### config.mk
export PLATFORM = sky130hd
export DESIGN_NAME = reset_sequencer
export DESIGN_NICKNAME = d
export VERILOG_FILES = /design/src/rtl/reset_sequencer.sv
export SDC_FILE = /design/constraint.sdc
export NUM_CORES = 1
export LEC_CHECK = 0
export CORE_MARGIN = 4
export CORE_UTILIZATION = 50
export CTS_CLUSTER_DIAMETER = 50
export DETAILED_ROUTE_END_ITERATION = 10
export PLACE_DENSITY = 0.75
export SLEW_MARGIN = 20
export SYNTH_ARGS = -nofsm -noshare
export SYNTH_HDL_FRONTEND = slang
export SYNTH_SLANG_ARGS = --single-unit
### constraint.sdc
create_clock -name clk_i -period 2.71 [get_ports clk_i]
set_clock_uncertainty 0.2 [all_clocks]
set_input_delay 0.542 -clock clk_i [delete_from_list [all_inputs] [get_ports clk_i]]
set_output_delay 0.542 -clock clk_i [all_outputs]
set_load 0.02 [all_outputs]
### src/rtl/reset_sequencer.sv
// Staged reset release sequencer: releases NUM_STAGES reset domains in order
// once the power-on delay has elapsed and the PLL is locked.
module reset_sequencer #(
    parameter int NUM_STAGES  = 4,
    parameter int STAGE_DELAY = 16,
    parameter int HOLD_CYCLES = 8
) (
    input  logic                  clk_i,
    input  logic                  arst_i,
    input  logic                  delayed_i,
    input  logic                  pll_locked_i,
    input  logic                  rst_req_i,
    output logic [NUM_STAGES-1:0] rst_o,
    output logic                  seq_done_o,
    output logic                  busy_o
);

    localparam int MAXD = (STAGE_DELAY > HOLD_CYCLES) ? STAGE_DELAY : HOLD_CYCLES;
    localparam int CW   = $clog2(MAXD + 1);
    localparam int IW   = $clog2(NUM_STAGES + 1);

    localparam logic [CW-1:0] STG_LAST  = CW'(STAGE_DELAY - 1);
    localparam logic [CW-1:0] HOLD_LAST = CW'(HOLD_CYCLES - 1);
    localparam logic [IW-1:0] IDX_LAST  = IW'(NUM_STAGES);

    localparam logic [1:0] S_WAIT    = 2'd0;
    localparam logic [1:0] S_RELEASE = 2'd1;
    localparam logic [1:0] S_DONE    = 2'd2;
    localparam logic [1:0] S_HOLD    = 2'd3;

    logic [1:0]            r_state;
    logic [CW-1:0]         r_cnt;
    logic [IW-1:0]         r_idx;
    logic [NUM_STAGES-1:0] r_rst;
    logic                  r_done;
    logic                  r_busy;

    logic w_lock_lost;
    logic w_abort;

    // Lock loss only matters once releasing has begun; HOLD ignores lock.
    always_comb begin
        w_lock_lost = !pll_locked_i &&
                      ((r_state == S_RELEASE) || (r_state == S_DONE));
        w_abort     = (r_state != S_HOLD) && (rst_req_i || w_lock_lost);
    end

    // Sequencer FSM; all outputs come straight from these registers.
    always_ff @(posedge clk_i or posedge arst_i) begin
        if (arst_i) begin
            r_state <= S_WAIT;
            r_cnt   <= '0;
            r_idx   <= '0;
            r_rst   <= '1;
            r_done  <= 1'b0;
            r_busy  <= 1'b0;
        end else if (w_abort) begin
            // Abort beats any same-cycle stage advance or DONE entry.
            r_state <= S_HOLD;
            r_cnt   <= '0;
            r_idx   <= '0;
            r_rst   <= '1;
            r_done  <= 1'b0;
            r_busy  <= 1'b1;
        end else begin
            case (r_state)
                S_WAIT: begin
                    if (delayed_i && pll_locked_i) begin
                        r_state <= S_RELEASE;
                        r_cnt   <= '0;
                        r_idx   <= IW'(1);
                        r_rst   <= r_rst << 1;
                        r_busy  <= 1'b1;
                    end
                end
                S_RELEASE: begin
                    if (r_cnt == STG_LAST) begin
                        r_cnt <= '0;
                        if (r_idx == IDX_LAST) begin
                            r_state <= S_DONE;
                            r_done  <= 1'b1;
                            r_busy  <= 1'b0;
                        end else begin
                            r_idx <= r_idx + 1'b1;
                            r_rst <= r_rst << 1;
                        end
                    end else begin
                        r_cnt <= r_cnt + 1'b1;
                    end
                end
                S_DONE: begin
                    r_rst  <= '0;
                    r_done <= 1'b1;
                end
                S_HOLD: begin
                    if (rst_req_i) begin
                        r_cnt <= '0;
                    end else if (r_cnt == HOLD_LAST) begin
                        r_state <= S_WAIT;
                        r_cnt   <= '0;
                        r_busy  <= 1'b0;
                    end else begin
                        r_cnt <= r_cnt + 1'b1;
                    end
                end
                default: begin
                    r_state <= S_WAIT;
                    r_cnt   <= '0;
                    r_idx   <= '0;
                    r_rst   <= '1;
                    r_done  <= 1'b0;
                    r_busy  <= 1'b0;
                end
            endcase
        end
    end

    // Drive outputs from registers only.
    always_comb begin
        rst_o      = r_rst;
        seq_done_o = r_done;
        busy_o     = r_busy;
    end

endmodule

; ---- Word level (Yosys, flattened, before mapping)
; Cells that the tools add are included.
[classes]
add_sub_neg = 2
n_eq_ne = 13
muxes = 34
reduce_logical = 16
[ops]
columns = cell, count
row1 = 2-to-1 mux 5 bit, 5
row2 = 2-to-1 mux 4 bit, 4
row3 = case mux 5 bit (3 select lines), 1
row4 = 2-to-1 mux 2 bit, 6
row5 = 2-to-1 mux 3 bit, 4
row6 = != test 3 bit (second input constant), 4
row7 = case mux 4 bit (3 select lines), 1
row8 = 2-to-1 mux 1 bit, 9
row9 = AND reduction 4 bit, 2
row10 = nonzero test 4 bit, 2
row11 = != test 3 x 2 -> 1 bit (second input constant), 2
row12 = case mux 2 bit (3 select lines), 1
row13 = case mux 3 bit (2 select lines), 1
row14 = AND reduction 6 bit, 1
row15 = nonzero test 3 bit, 2
row16 = adder 5 x 1 -> 5 bit (second input constant), 1
row17 = == test 5 x 3 -> 1 bit (second input constant), 1
row18 = == test 5 x 4 -> 1 bit (second input constant), 1
row19 = == test 2 bit (second input constant), 2
row20 = adder 3 x 1 -> 3 bit (second input constant), 1
row21 = == test 3 bit (second input constant), 1
row22 = logical AND 1 bit, 3
row23 = case mux 1 bit (3 select lines), 1
row24 = AND reduction 3 bit, 1
row25 = other kinds (7), 8
[totals]
reg_bits = 16
inputBits = 5
output_inout_bits = 6
wordCells = 71

; ---- Longest topological paths before layout
; Gate-level depths: netlist of run 1.
[logic_depth]
ltp_word = 7
depth_mapped = 9
ltp_nobuf = 9

; ---- Worst setup path after synthesis of run 1
; OpenSTA, ideal clock, no wires.
[synth_path]
path_kind = register to register
start = register busy_o (netlist name)
end = register r_busy, in the netlist busy_o
setup_time_ns = 0.128
arrival_time_ns = 1.953
required_ns = 2.382
path_slack_ns = 0.430
path_stages_with_launch = 8
path_buffers = 0
period_less_slack_ns = 2.280
path_cell_list = dfrtp_1 -> inv_1 -> ha_1 -> nor2b_4 -> o21bai_4 -> o2bb2ai_2 -> a311oi_2 -> mux2_1
[synth_lines]
columns = item, line
row1 = to (signal assigned), 56  ; r_busy <= 1'b0;
row2 = to (signal assigned), 64  ; r_busy <= 1'b1;
row3 = to (signal assigned), 73  ; r_busy <= 1'b1;
row4 = to (decl), 36  ; logic r_busy;

==> impl_metrics.ini, run 1 <==
[worst_setup_path]
critPathMaxFanout = 9
startpoint_type = flip-flop
endpoint_kind = flip-flop
cp_data_arrival_time_ns = 2.32
worstPathRequired_ns = 2.68
criticalPathCategory = reg2reg

[timing]
tns_ns = 0
fmax_mhz = 426
fin_crit_sh_pct = 86.7
whs_ns = 0.294
tightest_slew_ns = 0.578
finalHoldViolations = 0
rsz0062_at_grt = no
maxSlewViolCount = 0
period_minus_slack_ns = 2.35
relSlewSlack_pct = 61.4
setup_viol = 0

[route]
drc_errors = 0
firstDrtPassIters = 4
wl_mm = 1.83
drt_iter0_drc = 6
routedWlPerCell_um = 12.8
drt.antenna.violating_nets = 0
via_per_inst = 5.41
vias = 774

[placement]
io_buffers = 10
hpwl_mm = 1.36
dp.cells = 139
gp_congestion = 0.874

[synth]
synth_top_area_cell = dfrtp_1
yosysTopAreaCellShare_pct = 27.3
synth_cell_type_count = 34
yosys-top-cells-count = inv_1 (14), dfrtp_1 (11), ha_1 (10), a21oi_1 (9), o21ai_0 (7)
synth_flop_cell = dfrtp_1
syn-num-nets = 121
synthTopCellsByArea = dfrtp_1 (27%), ha_1 (12%), dfstp_2 (10%)
synth_most_common_cell = inv_1
syn_area_um2 = 1010
synth.avg_cell_area_um2 = 9.53
ys_ff_latch = 15
syn-instance-count = 106
synth_seq_area_share_pct = 37.7
ys_warn_count = 0
synth-edff-count = 0
synthArstFlopShare_pct = 100

[clock_tree]
cts_hold_buf = 0
tritoncts = done
root_buffer = clkbuf_4
clockBufferDepth = 2
cts_max_level = 1
clkTransAtPathRegs_ns = 0.08
cts.sinks = 15
cts_made_buffers = 3
clk_latency_ns = 0.29
postCtsSetupRepairBufs = 0
cts_resized = 0

[global_route]
grt_pass1_wl_mm = 3.24
grt_usage_pct = 15.7
overflow = 0
grt_pass1_vias = 746
grt_max_degree = 16
antenna_found_initial = 0

[final_layout]
num-nets-final = 134
synthToLayoutAreaGrowth_pct = 14.7
layoutNonFillerInstCount = 143
drive_gt1_share_pct = 12.7
n_antenna_cell = 0
multi_input_area_um2 = 567
sequential_cell_area_um2 = 380
filler_cell_count = 160

[run_status]
status = complete, no violations

[pwr]
ir_drop_mv = 0.805
p_per_area_nw_per_um2 = 1170
p_leak_uw = 0.000516

[floorplanning]
ioPinCount = 11
die_area_um2 = 2800
initial_core_util_pct = 55.5
die_y_um = 52.9
num_rows = 15
core_area_um2 = 1820
die_w_um = 52.9

[hold_path]
hp-class = reg2reg

[flow_run]
maxCapViolations = 0
final timing paths:
path	start	to	slack (ns)	depth (start not counted)
max	busy_o	busy_o	0.36	7
min reg2reg	rst_o[0]	rst_o[0]	0.29	2
min	rst_o[0]	rst_o[0]	0.29	2
min in group asynchronous	arst_i	seq_done_o	0.40	2
max reg2reg	busy_o	busy_o	0.36	7
max in group asynchronous	arst_i	rst_o[3]	1.53	2
layer usage:
metal | vias up | share of wire [%] | global-route usage [%] | routed length (µm)
li1 | 390 | - | - | -
met1 | 367 | 51 | 22.3 | 930
met2 | 13 | 44 | 24.2 | 809
met3 | 4 | 3.2 | 1.69 | 58
met4 | 0 | 1.5 | 6.38 | 28
met5 | - | 0 | 0 | 0
flip-flops by register name, summed over array words and instances (netlist names):
signal	cells
busy_o	1
r_state	1
seq_done_o	1
r_cnt	5
r_idx	3
rst_o	4
area by class of cell:
type                    count  area share [%]
well taps                  25            2.70
flip-flops and latches     15            32.8
clock inverters             1           0.432
repair buffers             10            8.64
multi-input cells          75            48.9
clock buffers               3            1.94
inverters                  14            4.54
per-stage QoR:
step	power [µW]	setup slack (ns)	utilization [%]	cell area (µm²)
after CTS	1360	0.360	63.6	1160
after floorplan	1020	0.430	-	1010
final	1350	0.361	63.6	1160
after global routing	1470	0.195	63.6	1160
after detailed placement	1220	0.152	62.1	1130
after global placement	1200	0.216	62.1	1130
cell families (layout without fill, tap and decap cells):
logic type | count (synthesis) | count (layout) | share of synthesized area, %
muxes | 6 | 6 | 7.06
DFF | 15 | 15 | 37.7
AOI/OAI and AO/OA | 31 | 31 | 21.7
and+or+nand+nor | 28 | 28 | 15.0
adders and majority gates | 10 | 10 | 12.4
buffers and inverters | 16 | 28 | 6.20
placed cells by master, fill, tap and decap left out:
master / Yosys / layout
mux2_4: 2 / 2
a22oi_1: 1 / 1
nand4bb_1: 1 / 1
o21ai_1: 1 / 1
dfrtp_1: 11 / 11
o31ai_1: 2 / 2
nand2_1: 6 / 6
ha_1: 10 / 10
nand3_1: 5 / 5
o2bb2ai_2: 1 / 1
mux2_1: 1 / 1
clkinv_2: 0 / 1
nor2b_4: 1 / 1
inv_1: 14 / 14
mux2i_1: 3 / 3
a31oi_1: 1 / 1
nor3_1: 1 / 1
clkdlybuf4s50_1: 0 / 10
o22ai_1: 1 / 1
nor2_1: 6 / 6
o21ai_0: 7 / 7
o21ba_2: 1 / 1
nand2b_1: 3 / 3
nand4_1: 1 / 1
nor3b_1: 1 / 1
and2_1: 2 / 2
a311oi_2: 1 / 1
a2bb2oi_1: 1 / 1
nor2b_1: 1 / 1
clkbuf_4: 0 / 3
dfstp_2: 4 / 4
a21oi_1: 9 / 9
o21bai_4: 1 / 1
a21boi_1: 1 / 1
a22o_1: 1 / 1
o21a_1: 2 / 2
where the power goes:
group	leakage (µW)	switching (µW)	internal, µW
combinational	0.000312	451	382
clock	0.0000177	74.6	54.9
sequential	0.000186	62.7	327
worst max-delay path: stages, from the launching register on:
cell,delay (ns)
dfrtp_1,0.45
inv_1,0.10
ha_1,0.31
nor2b_4,0.20
o21bai_4,0.12
o2bb2ai_2,0.21
a311oi_2,0.29
mux2_1,0.36
Note: power is estimated with default switching activity, not from simulation.
==> run 2: changes to the inputs <==
CTS_CLUSTER_DIAMETER = not set   (was 50)
SKIP_CTS_REPAIR_TIMING = 1   (was not set)
==> results of run 2 <==
Final layout, timing and power as in run 1 (identical DEF).
